==> config.mk <==
export PLATFORM = sky130hd
export DESIGN_NAME = baccarat_round_ctrl_flat
export DESIGN_NICKNAME = d
export VERILOG_FILES = /design/src/rtl/baccarat_round_ctrl_pkg.sv /design/src/rtl/baccarat_round_ctrl_if.sv /design/src/rtl/baccarat_round_ctrl_banker_draw_rule.sv /design/src/rtl/baccarat_round_ctrl.sv /design/src/flat_wrapper.sv
export SDC_FILE = /design/constraint.sdc
export NUM_CORES = 1
export LEC_CHECK = 0
export BUFFER_PORTS_ARGS = -buffer_cell sky130_fd_sc_hd__buf_2
export CAP_MARGIN = 25
export CORE_AREA = 2 2 39 41
export DETAILED_ROUTE_END_ITERATION = 7
export DIE_AREA = 0 0 41 43
export HOLD_SLACK_MARGIN = 0.05
export PLACE_DENSITY = 0.69
export SYNTH_ARGS = -nofsm -noshare
export SYNTH_HDL_FRONTEND = slang
export SYNTH_SLANG_ARGS = --single-unit
==> constraint.sdc <==
create_clock -name slow_clock -period 1.66 [get_ports slow_clock]
set_input_delay 0.166 -clock slow_clock [delete_from_list [all_inputs] [get_ports slow_clock]]
set_output_delay 0.166 -clock slow_clock [all_outputs]
set_load 0.01 [all_outputs]
==> src/rtl/baccarat_round_ctrl_pkg.sv <==
// Shared state encoding and rank/score constants for the baccarat round controller.
package baccarat_pkg;

    typedef enum logic [3:0] {
        S_P1    = 4'd0,
        S_D1    = 4'd1,
        S_P2    = 4'd2,
        S_D2    = 4'd3,
        S_EVAL  = 4'd4,
        S_P3    = 4'd5,
        S_BEVAL = 4'd6,
        S_D3    = 4'd7,
        S_DONE  = 4'd8
    } state_t;

    localparam logic [3:0] NATURAL_MIN = 4'd8;
    localparam logic [3:0] DRAW_MAX    = 4'd5;
    localparam logic [3:0] FACE_MIN    = 4'd10;

    // Baccarat point value of a rank: tens and faces count as zero.
    function automatic logic [3:0] card_value(input logic [3:0] rank);
        return (rank >= FACE_MIN) ? 4'd0 : rank;
    endfunction

endpackage

==> src/rtl/baccarat_round_ctrl_if.sv <==
// Step/score inputs and load/light outputs of the round controller.
interface baccarat_round_ctrl_if;

    logic       step;
    logic [3:0] pscore;
    logic [3:0] dscore;
    logic [3:0] pcard3;
    logic       load_pcard1;
    logic       load_pcard2;
    logic       load_pcard3;
    logic       load_dcard1;
    logic       load_dcard2;
    logic       load_dcard3;
    logic       player_win_light;
    logic       dealer_win_light;
    logic       round_done;
    logic       clear_cards;

    modport master (
        output step, pscore, dscore, pcard3,
        input  load_pcard1, load_pcard2, load_pcard3,
        input  load_dcard1, load_dcard2, load_dcard3,
        input  player_win_light, dealer_win_light, round_done, clear_cards
    );

    modport slave (
        input  step, pscore, dscore, pcard3,
        output load_pcard1, load_pcard2, load_pcard3,
        output load_dcard1, load_dcard2, load_dcard3,
        output player_win_light, dealer_win_light, round_done, clear_cards
    );

endinterface

==> src/rtl/baccarat_round_ctrl_banker_draw_rule.sv <==
// Banker third-card tableau: decides whether the dealer draws given its score
// and the rank of the player's third card.
module banker_draw_rule
    import baccarat_pkg::*;
(
    input  logic [3:0] dscore,
    input  logic [3:0] pcard3,
    output logic       draw
);

    logic [3:0] p3v;

    assign p3v = card_value(pcard3);

    always_comb begin
        draw = 1'b0;
        unique case (dscore)
            4'd0, 4'd1, 4'd2: draw = 1'b1;
            4'd3:             draw = (p3v != 4'd8);
            4'd4:             draw = (p3v >= 4'd2) && (p3v <= 4'd7);
            4'd5:             draw = (p3v >= 4'd4) && (p3v <= 4'd7);
            4'd6:             draw = (p3v >= 4'd6) && (p3v <= 4'd7);
            default:          draw = 1'b0;
        endcase
    end

endmodule

==> src/rtl/baccarat_round_ctrl.sv <==
// Baccarat round sequencer: deals, applies natural/third-card rules, drives lights.
// Optional restart from S_DONE is enabled by defining BACCARAT_ROUND_RESTART_EN.
module baccarat_round_ctrl
    import baccarat_pkg::*;
(
    input  logic                  slow_clock,
    input  logic                  resetb,
    baccarat_round_ctrl_if.slave  bus
);

    state_t state, state_nxt;
    logic   bank_draw;
    logic   lp1, lp2, lp3, ld1, ld2, ld3;
    logic   in_done;
`ifdef BACCARAT_ROUND_RESTART_EN
    logic   clr;
`endif

    banker_draw_rule u_draw (
        .dscore (bus.dscore),
        .pcard3 (bus.pcard3),
        .draw   (bank_draw)
    );

    always_ff @(posedge slow_clock or negedge resetb) begin
        if (!resetb) state <= S_P1;
        else         state <= state_nxt;
    end

    always_comb begin
        state_nxt = state;
        lp1 = 1'b0; lp2 = 1'b0; lp3 = 1'b0;
        ld1 = 1'b0; ld2 = 1'b0; ld3 = 1'b0;
`ifdef BACCARAT_ROUND_RESTART_EN
        clr = 1'b0;
`endif
        unique case (state)
            S_P1:    if (bus.step) begin lp1 = 1'b1; state_nxt = S_D1;  end
            S_D1:    if (bus.step) begin ld1 = 1'b1; state_nxt = S_P2;  end
            S_P2:    if (bus.step) begin lp2 = 1'b1; state_nxt = S_D2;  end
            S_D2:    if (bus.step) begin ld2 = 1'b1; state_nxt = S_EVAL; end
            S_EVAL: begin
                if (bus.step) begin
                    if (bus.pscore >= NATURAL_MIN || bus.dscore >= NATURAL_MIN)
                        state_nxt = S_DONE;
                    else if (bus.pscore <= DRAW_MAX)
                        state_nxt = S_P3;
                    else if (bus.dscore <= DRAW_MAX)
                        state_nxt = S_D3;
                    else
                        state_nxt = S_DONE;
                end
            end
            S_P3:    if (bus.step) begin lp3 = 1'b1; state_nxt = S_BEVAL; end
            S_BEVAL: if (bus.step) state_nxt = bank_draw ? S_D3 : S_DONE;
            S_D3:    if (bus.step) begin ld3 = 1'b1; state_nxt = S_DONE; end
            S_DONE: begin
`ifdef BACCARAT_ROUND_RESTART_EN
                if (bus.step) begin
                    clr       = 1'b1;
                    state_nxt = S_P1;
                end
`endif
            end
            // Unused encodings recover to the start of a round.
            default: state_nxt = S_P1;
        endcase
    end

    // Mealy strobes are masked by reset so an asserted reset never leaks a load.
    assign bus.load_pcard1 = resetb & lp1;
    assign bus.load_dcard1 = resetb & ld1;
    assign bus.load_pcard2 = resetb & lp2;
    assign bus.load_dcard2 = resetb & ld2;
    assign bus.load_pcard3 = resetb & lp3;
    assign bus.load_dcard3 = resetb & ld3;

    assign in_done              = resetb & (state == S_DONE);
    assign bus.round_done       = in_done;
    assign bus.player_win_light = in_done & (bus.pscore >= bus.dscore);
    assign bus.dealer_win_light = in_done & (bus.dscore >= bus.pscore);

`ifdef BACCARAT_ROUND_RESTART_EN
    assign bus.clear_cards = resetb & clr;
`else
    assign bus.clear_cards = 1'b0;
`endif

endmodule

==> src/flat_wrapper.sv <==
// flat-port wrapper written by rule: the top's interface ports become plain ports
module baccarat_round_ctrl_flat import baccarat_pkg::*;
  (slow_clock, resetb, bus_step, bus_pscore, bus_dscore, bus_pcard3, bus_load_pcard1, bus_load_pcard2, bus_load_pcard3, bus_load_dcard1, bus_load_dcard2, bus_load_dcard3, bus_player_win_light, bus_dealer_win_light, bus_round_done, bus_clear_cards);
  baccarat_round_ctrl_if bus_i ();
  input  logic slow_clock;
  input  logic resetb;
  input wire logic [$bits(bus_i.step)-1:0] bus_step;
  input wire logic [$bits(bus_i.pscore)-1:0] bus_pscore;
  input wire logic [$bits(bus_i.dscore)-1:0] bus_dscore;
  input wire logic [$bits(bus_i.pcard3)-1:0] bus_pcard3;
  output wire logic [$bits(bus_i.load_pcard1)-1:0] bus_load_pcard1;
  output wire logic [$bits(bus_i.load_pcard2)-1:0] bus_load_pcard2;
  output wire logic [$bits(bus_i.load_pcard3)-1:0] bus_load_pcard3;
  output wire logic [$bits(bus_i.load_dcard1)-1:0] bus_load_dcard1;
  output wire logic [$bits(bus_i.load_dcard2)-1:0] bus_load_dcard2;
  output wire logic [$bits(bus_i.load_dcard3)-1:0] bus_load_dcard3;
  output wire logic [$bits(bus_i.player_win_light)-1:0] bus_player_win_light;
  output wire logic [$bits(bus_i.dealer_win_light)-1:0] bus_dealer_win_light;
  output wire logic [$bits(bus_i.round_done)-1:0] bus_round_done;
  output wire logic [$bits(bus_i.clear_cards)-1:0] bus_clear_cards;
  assign bus_i.step = bus_step;
  assign bus_i.pscore = bus_pscore;
  assign bus_i.dscore = bus_dscore;
  assign bus_i.pcard3 = bus_pcard3;
  assign bus_load_pcard1 = bus_i.load_pcard1;
  assign bus_load_pcard2 = bus_i.load_pcard2;
  assign bus_load_pcard3 = bus_i.load_pcard3;
  assign bus_load_dcard1 = bus_i.load_dcard1;
  assign bus_load_dcard2 = bus_i.load_dcard2;
  assign bus_load_dcard3 = bus_i.load_dcard3;
  assign bus_player_win_light = bus_i.player_win_light;
  assign bus_dealer_win_light = bus_i.dealer_win_light;
  assign bus_round_done = bus_i.round_done;
  assign bus_clear_cards = bus_i.clear_cards;
  baccarat_round_ctrl u_core (.slow_clock(slow_clock), .resetb(resetb), .bus(bus_i));
endmodule
# Yosys cells after proc, flatten, opt, wreduce, memory -nomap -nowiden
# Index checks and enable logic that the tools add are counted.
word_totals:
  output_inout_bits: 10
  latchBits: 0
  mem_count: 0
  elab_cells: 75
  mem_bits_ro: 0
  input_bits: 15
  ramBits: 0
  ff_bits: 4
op_classes:
  add_sub_neg: 0
  n_reduce_logical: 8
  div: 0
  mul: 0
  eq_ne: 23
  n_bitwise: 10
  shift: 0
  n_lt_le_gt_ge: 11
  n_mux: 22
op_table:
  columns: ["cell", "n"]
  rows:
  - ["$mux 4", 13]
  - ["$pmux 4 s9", 1]
  - ["$eq 4x3->1 const B", 7]
  - ["$eq 4x2->1 const B", 4]
  - ["$ne 2x2->1 const B", 8]
  - ["$ge 4x4->1 const B", 3]
  - ["$le 4x3->1 const B", 3]
  - ["$and 1x1->1", 9]
  - ["$reduce_and 9->1", 1]
  - ["$eq 4x1->1 const B", 2]
  - ["$ge 4x3->1 const B", 2]
  - ["$ge 4x4->1", 2]
  - ["$logic_not 4->1", 2]
  - ["$mux 1", 7]
  - ["$pmux 1 s5", 1]
  - ["$eq 4x4->1 const B", 1]
  - ["$ge 4x2->1 const B", 1]
  - ["$ne 4x4->1 const B", 1]
  - ["$logic_and 1x1->1", 3]
  - ["$reduce_or 3->1", 1]
  - ["$logic_or 1x1->1", 1]
  - ["$not 1->1", 1]

# Logic depth before layout (Yosys ltp)
logic_depth:
  depth_word: 8
  ltp_mapped: 7
  ltp_nobuf: 7

# Modules after synthesis
# From an unflattened synthesis, not the netlist that was laid out.
hier_totals:
  hier_cells: 72
  hier_area_um2: 560.5
modules_own_cells:
  columns: ["module", "area_each_um2", "n_inst", "seq_area_each_um2", "cells_each"]
  rows:
  - ["baccarat_round_ctrl", 495.5, 1, 100.1, 65]
  - ["banker_draw_rule", 65.1, 1, 0.0, 7]

# Worst setup path after synthesis
# No wires, ideal clock.
synth_timing:
  kind: "flip-flop to flip-flop"
  startpoint: "register u_core.state[0]"
  endpoint: "register u_core.state[3]"
  path_stages_with_launch: 5
  t_required_ps: 1529
  n_path_buf: 0
  setup_ps: 131
  arrival_time_ps: 1291
  synth_period_minus_slack_ps: 1422
  setup_slack_ps: 238
  path_cell_list: "dfrtp_1 -> nand2b_1 -> nor4b_4 -> nor4_1 -> or3_1"
synth_via:
  elab_chain_cells: 3
synth_lines:
  columns: ["item", "line", "rtl"]
  rows:
  - ["start, declared", "baccarat_round_ctrl.sv:11", "state_t state, state_nxt;"]
  - ["start signal, assigned", "baccarat_round_ctrl.sv:27", "else state <= state_nxt;"]
  - ["$eq 4x3->1, or another cell as far along", "baccarat_round_ctrl.sv:37", "unique case (state)"]
  - ["$ne 2x2->1 (no source line) / $not 1->1 (equally long branches)", null, null]
  - ["$reduce_and 9->1 (no source line)", null, null]
# Several ways; a longest one is shown, not always the timed one.
# A chain may end at the register's enable or synchronous reset.

# Worst setup path in the final report
layout_timing:
  startpoint: "register u_core.state[0]"
  endpoint: "output port bus_player_win_light"
layout_via:
  elab_chain_cells: 3
layout_lines:
  columns: ["item", "line", "rtl"]
  rows:
  - ["$eq 4x4->1", "baccarat_round_ctrl.sv:78", "assign in_done = resetb & (state == S_DONE);"]
  - ["$and 1x1->1", "baccarat_round_ctrl.sv:78", null]
  - ["$and 1x1->1", "baccarat_round_ctrl.sv:80", "assign bus.player_win_light = in_done & (bus.pscore >= bus.dscore);"]
  - ["end, declared", "flat_wrapper.sv:17", "output wire logic [$bits(bus_i.player_win_light)-1:0] bus_player_win_light;"]
# Every way passes these cells.

==> results.toml <==
[logic_synthesis]
yosysTopAreaCell = "dfrtp_1"
synth_area_leaders = "dfrtp_1, ha_1, nor4b_1"
yosys_warnings = 0
async_flop_share_pct = 100
synthCells = 67
syn_nets = 86
synth_top_area_share_pct = 19.3
yosysUniqueCellTypes = 31
ys_seq_elements = 4
synth_edf_count = 0
synth_area_um2 = 519
synth_area_per_cell_um2 = 7.75
seq_area_frac_synth_pct = 19.3
ys.flop_type = "dfrtp_1"

[finish]
instances_no_fill = 111
fill_cells = 139
num_antenna_cells = 0
top_regs = "u_core.state (4)"
design_area_um2 = 732
area_delta_synth_final_pct = 41.0
num-nets-final = 116
drive_above_1_share_pct = 36.8
largest_register = "u_core.state"
largest_reg_flops = 4

[setup_path]
r2r_end = "u_core.state[3]"
crit_type = "reg2out"
cp.required_ns = 1.49
crit_fanout = 11
end_kind = "primary output"
cp_data_arrival_time_ns = 1.42
r2r_start = "u_core.state[1]"
regToRegSetupSlack_ns = 0.13
cp-start-kind = "flip-flop"
worstRegToRegCells = 4

[clocking]
cts.reportedPaths.clkPinSlew_ns = 0.03
cts_tree = "done"
htreeDepth = 1
clkLatencyLatePin_ns = 0.23
cts_made_buffers = 3
clock-sinks = 4
ctsLongestPathBuffers = 2
ctsRootBufferMaster = "clkbuf_4"

[sta]
clock_skew_ns = 0.00108
setup_viol = 0
hold_viol_final = 0
min_period_ns = 1.59
period_share_pct = 95.8
finalMaxSlewViolations = 0
timing.fmax_ghz = 0.629
grt_setup_unrepaired = "no"
setup_ws_ns = 0.0691
finalSetupTns_ns = 0

[placed_design]
gp_congestion = 0.828
placed_cell_area_um2 = 672
placed_cells = 107
port_buffers = 23
dp_hpwl_mm = 1.05
dpl_worst_slack_ns = 0.0272

[global_route]
grt_usage_pct = 16.8
antenna_found_initial = 0
grt_max_degree = 12
grt_overflow = 0
grt_pass1_wl_mm = 2.04
grt_pass1_vias = 571

[power]
power_density_mw_per_mm2 = 1050
power.static_leakage_nw = 0.360
ir_drop_mv = 0.806

[run_status]
outcome = "completed"

[floorplanning]
io_pins = 25
die_w_um = 41
die-area_mm2 = 0.00176
core_area_mm2 = 0.00138
initial_core_util_pct = 37.5
die_y_um = 43
num_rows = 14

[worst_hold_path]
hold_start = "bus_step"
hold_end = "u_core.state[0]"
hold_path.class = "in2reg"
hold_depth = 2

[route]
wire_per_inst_um = 11.7
drtPass1Iterations = 4
vias = 594
drt_iter0_drc = 5
drt-total-wl_mm = 1.30
ant_nets = 0
drc = 0
avgViaCountPerCell = 5.35

[run]
cap_violations = 0
-- synth_stat cells (2+ instances only) --
cell type	number
o221ai_1	2
a21oi_1	4
nor2b_1	4
nand2_1	3
nand3b_1	2
a211oi_1	2
nor4_1	2
dfrtp_1	4
o21ai_0	2
inv_1	5
nor3_1	3
clkbuf_1	2
nor4b_1	3
nand2b_1	4
nor2_1	6
ha_1	4
-- final cells by class --
| cell class | count | area, µm² | area share, % |
|---|---|---|---|
| Multi-Input combinational cell | 54 | 408 | 55.7 |
| Timing Repair Buffer | 29 | 163 | 22.2 |
| Sequential cell | 4 | 100 | 13.7 |
| Clock buffer | 3 | 22.5 | 3.08 |
| Tap cell | 16 | 20.0 | 2.74 |
| Inverter | 5 | 18.8 | 2.56 |
-- cells by family after synthesis --
group                    synth area share, %
AND/OR/NAND/NOR                         45.1
AO/OA/AOI/OAI                           17.8
buffers and inverters                   7.47
adder cells (fa/ha/maj)                 9.64
flip-flops                              19.3
other                                  0.722
-- what timing repair did --
item | in CTS | in global routing
setup endpoints to repair | 2 | 2
hold buffers | 1 | 0
pin swaps | 0 | 1
resized for setup | 1 | 2
endpoints found under the hold margin | 4 | 0
setup buffers | 0 | 0
-- per-layer routing --
metal	up-vias	routed length (µm)	GRT usage, %	part of all wire, %
li1	302	-	-	-
met1	275	585	17.7	45
met2	17	652	29.4	50
met3	0	66	3.14	5.1
met4	0	0	8.00	0
met5	-	0	0	0
-- through the flow --
stage | power (mW) | hold WS, ns | utilization (%)
3_3_place_gp | 0.617 | -0.00718 | 48.6
5_1_grt | 0.846 | 0.218 | 52.9
6_report | 0.772 | 0.205 | 52.9
4_1_cts | 0.753 | 0.192 | 51.4
2_1_floorplan | 0.463 | -0.130 | -
3_5_place_dp | 0.619 | -0.00701 | 48.6
-- where the power goes --
| part | leakage [nW] | internal, mW | total [mW] | switching (mW) |
|---|---|---|---|---|
| sequential | 0.0503 | 0.143 | 0.201 | 0.0580 |
| combinational | 0.296 | 0.224 | 0.456 | 0.232 |
| clock | 0.0138 | 0.0805 | 0.115 | 0.0341 |
-- worst max-delay path: stages, from the launching register on --
cell	delay (ns)
dfrtp_1	0.36
buf_4	0.18
nor4b_4	0.26
nand2_1	0.13
a21oi_1	0.12
buf_2	0.14
-- worst max path at each step --
stage	end	from	depth (start not counted)
2_1_floorplan	u_core.state[3]	u_core.state[0]	4
3_3_place_gp	u_core.state[0]	bus_pcard3[2]	7
3_5_place_dp	bus_dealer_win_light	bus_dscore[1]	9
4_1_cts	bus_dealer_win_light	bus_dscore[1]	9
5_1_grt	bus_player_win_light	u_core.state[0]	5
6_report	bus_player_win_light	u_core.state[0]	5
-- cell usage in the layout, fill, tap and decap left out, types with 2 or more instances in the layout --
cell / instances
nor2b_1: 4
clkbuf_4: 3
o221ai_1: 2
nand2_1: 3
a211oi_1: 2
o21ai_0: 2
nor2_1: 6
dfrtp_1: 4
a21oi_1: 4
nor4b_4: 2
nor4b_1: 2
inv_1: 5
buf_4: 5
nand3b_1: 2
buf_2: 23
nand2b_1: 4
nor4_1: 2
nor3_1: 3
ha_1: 3
(Power assumes the default switching activity.)
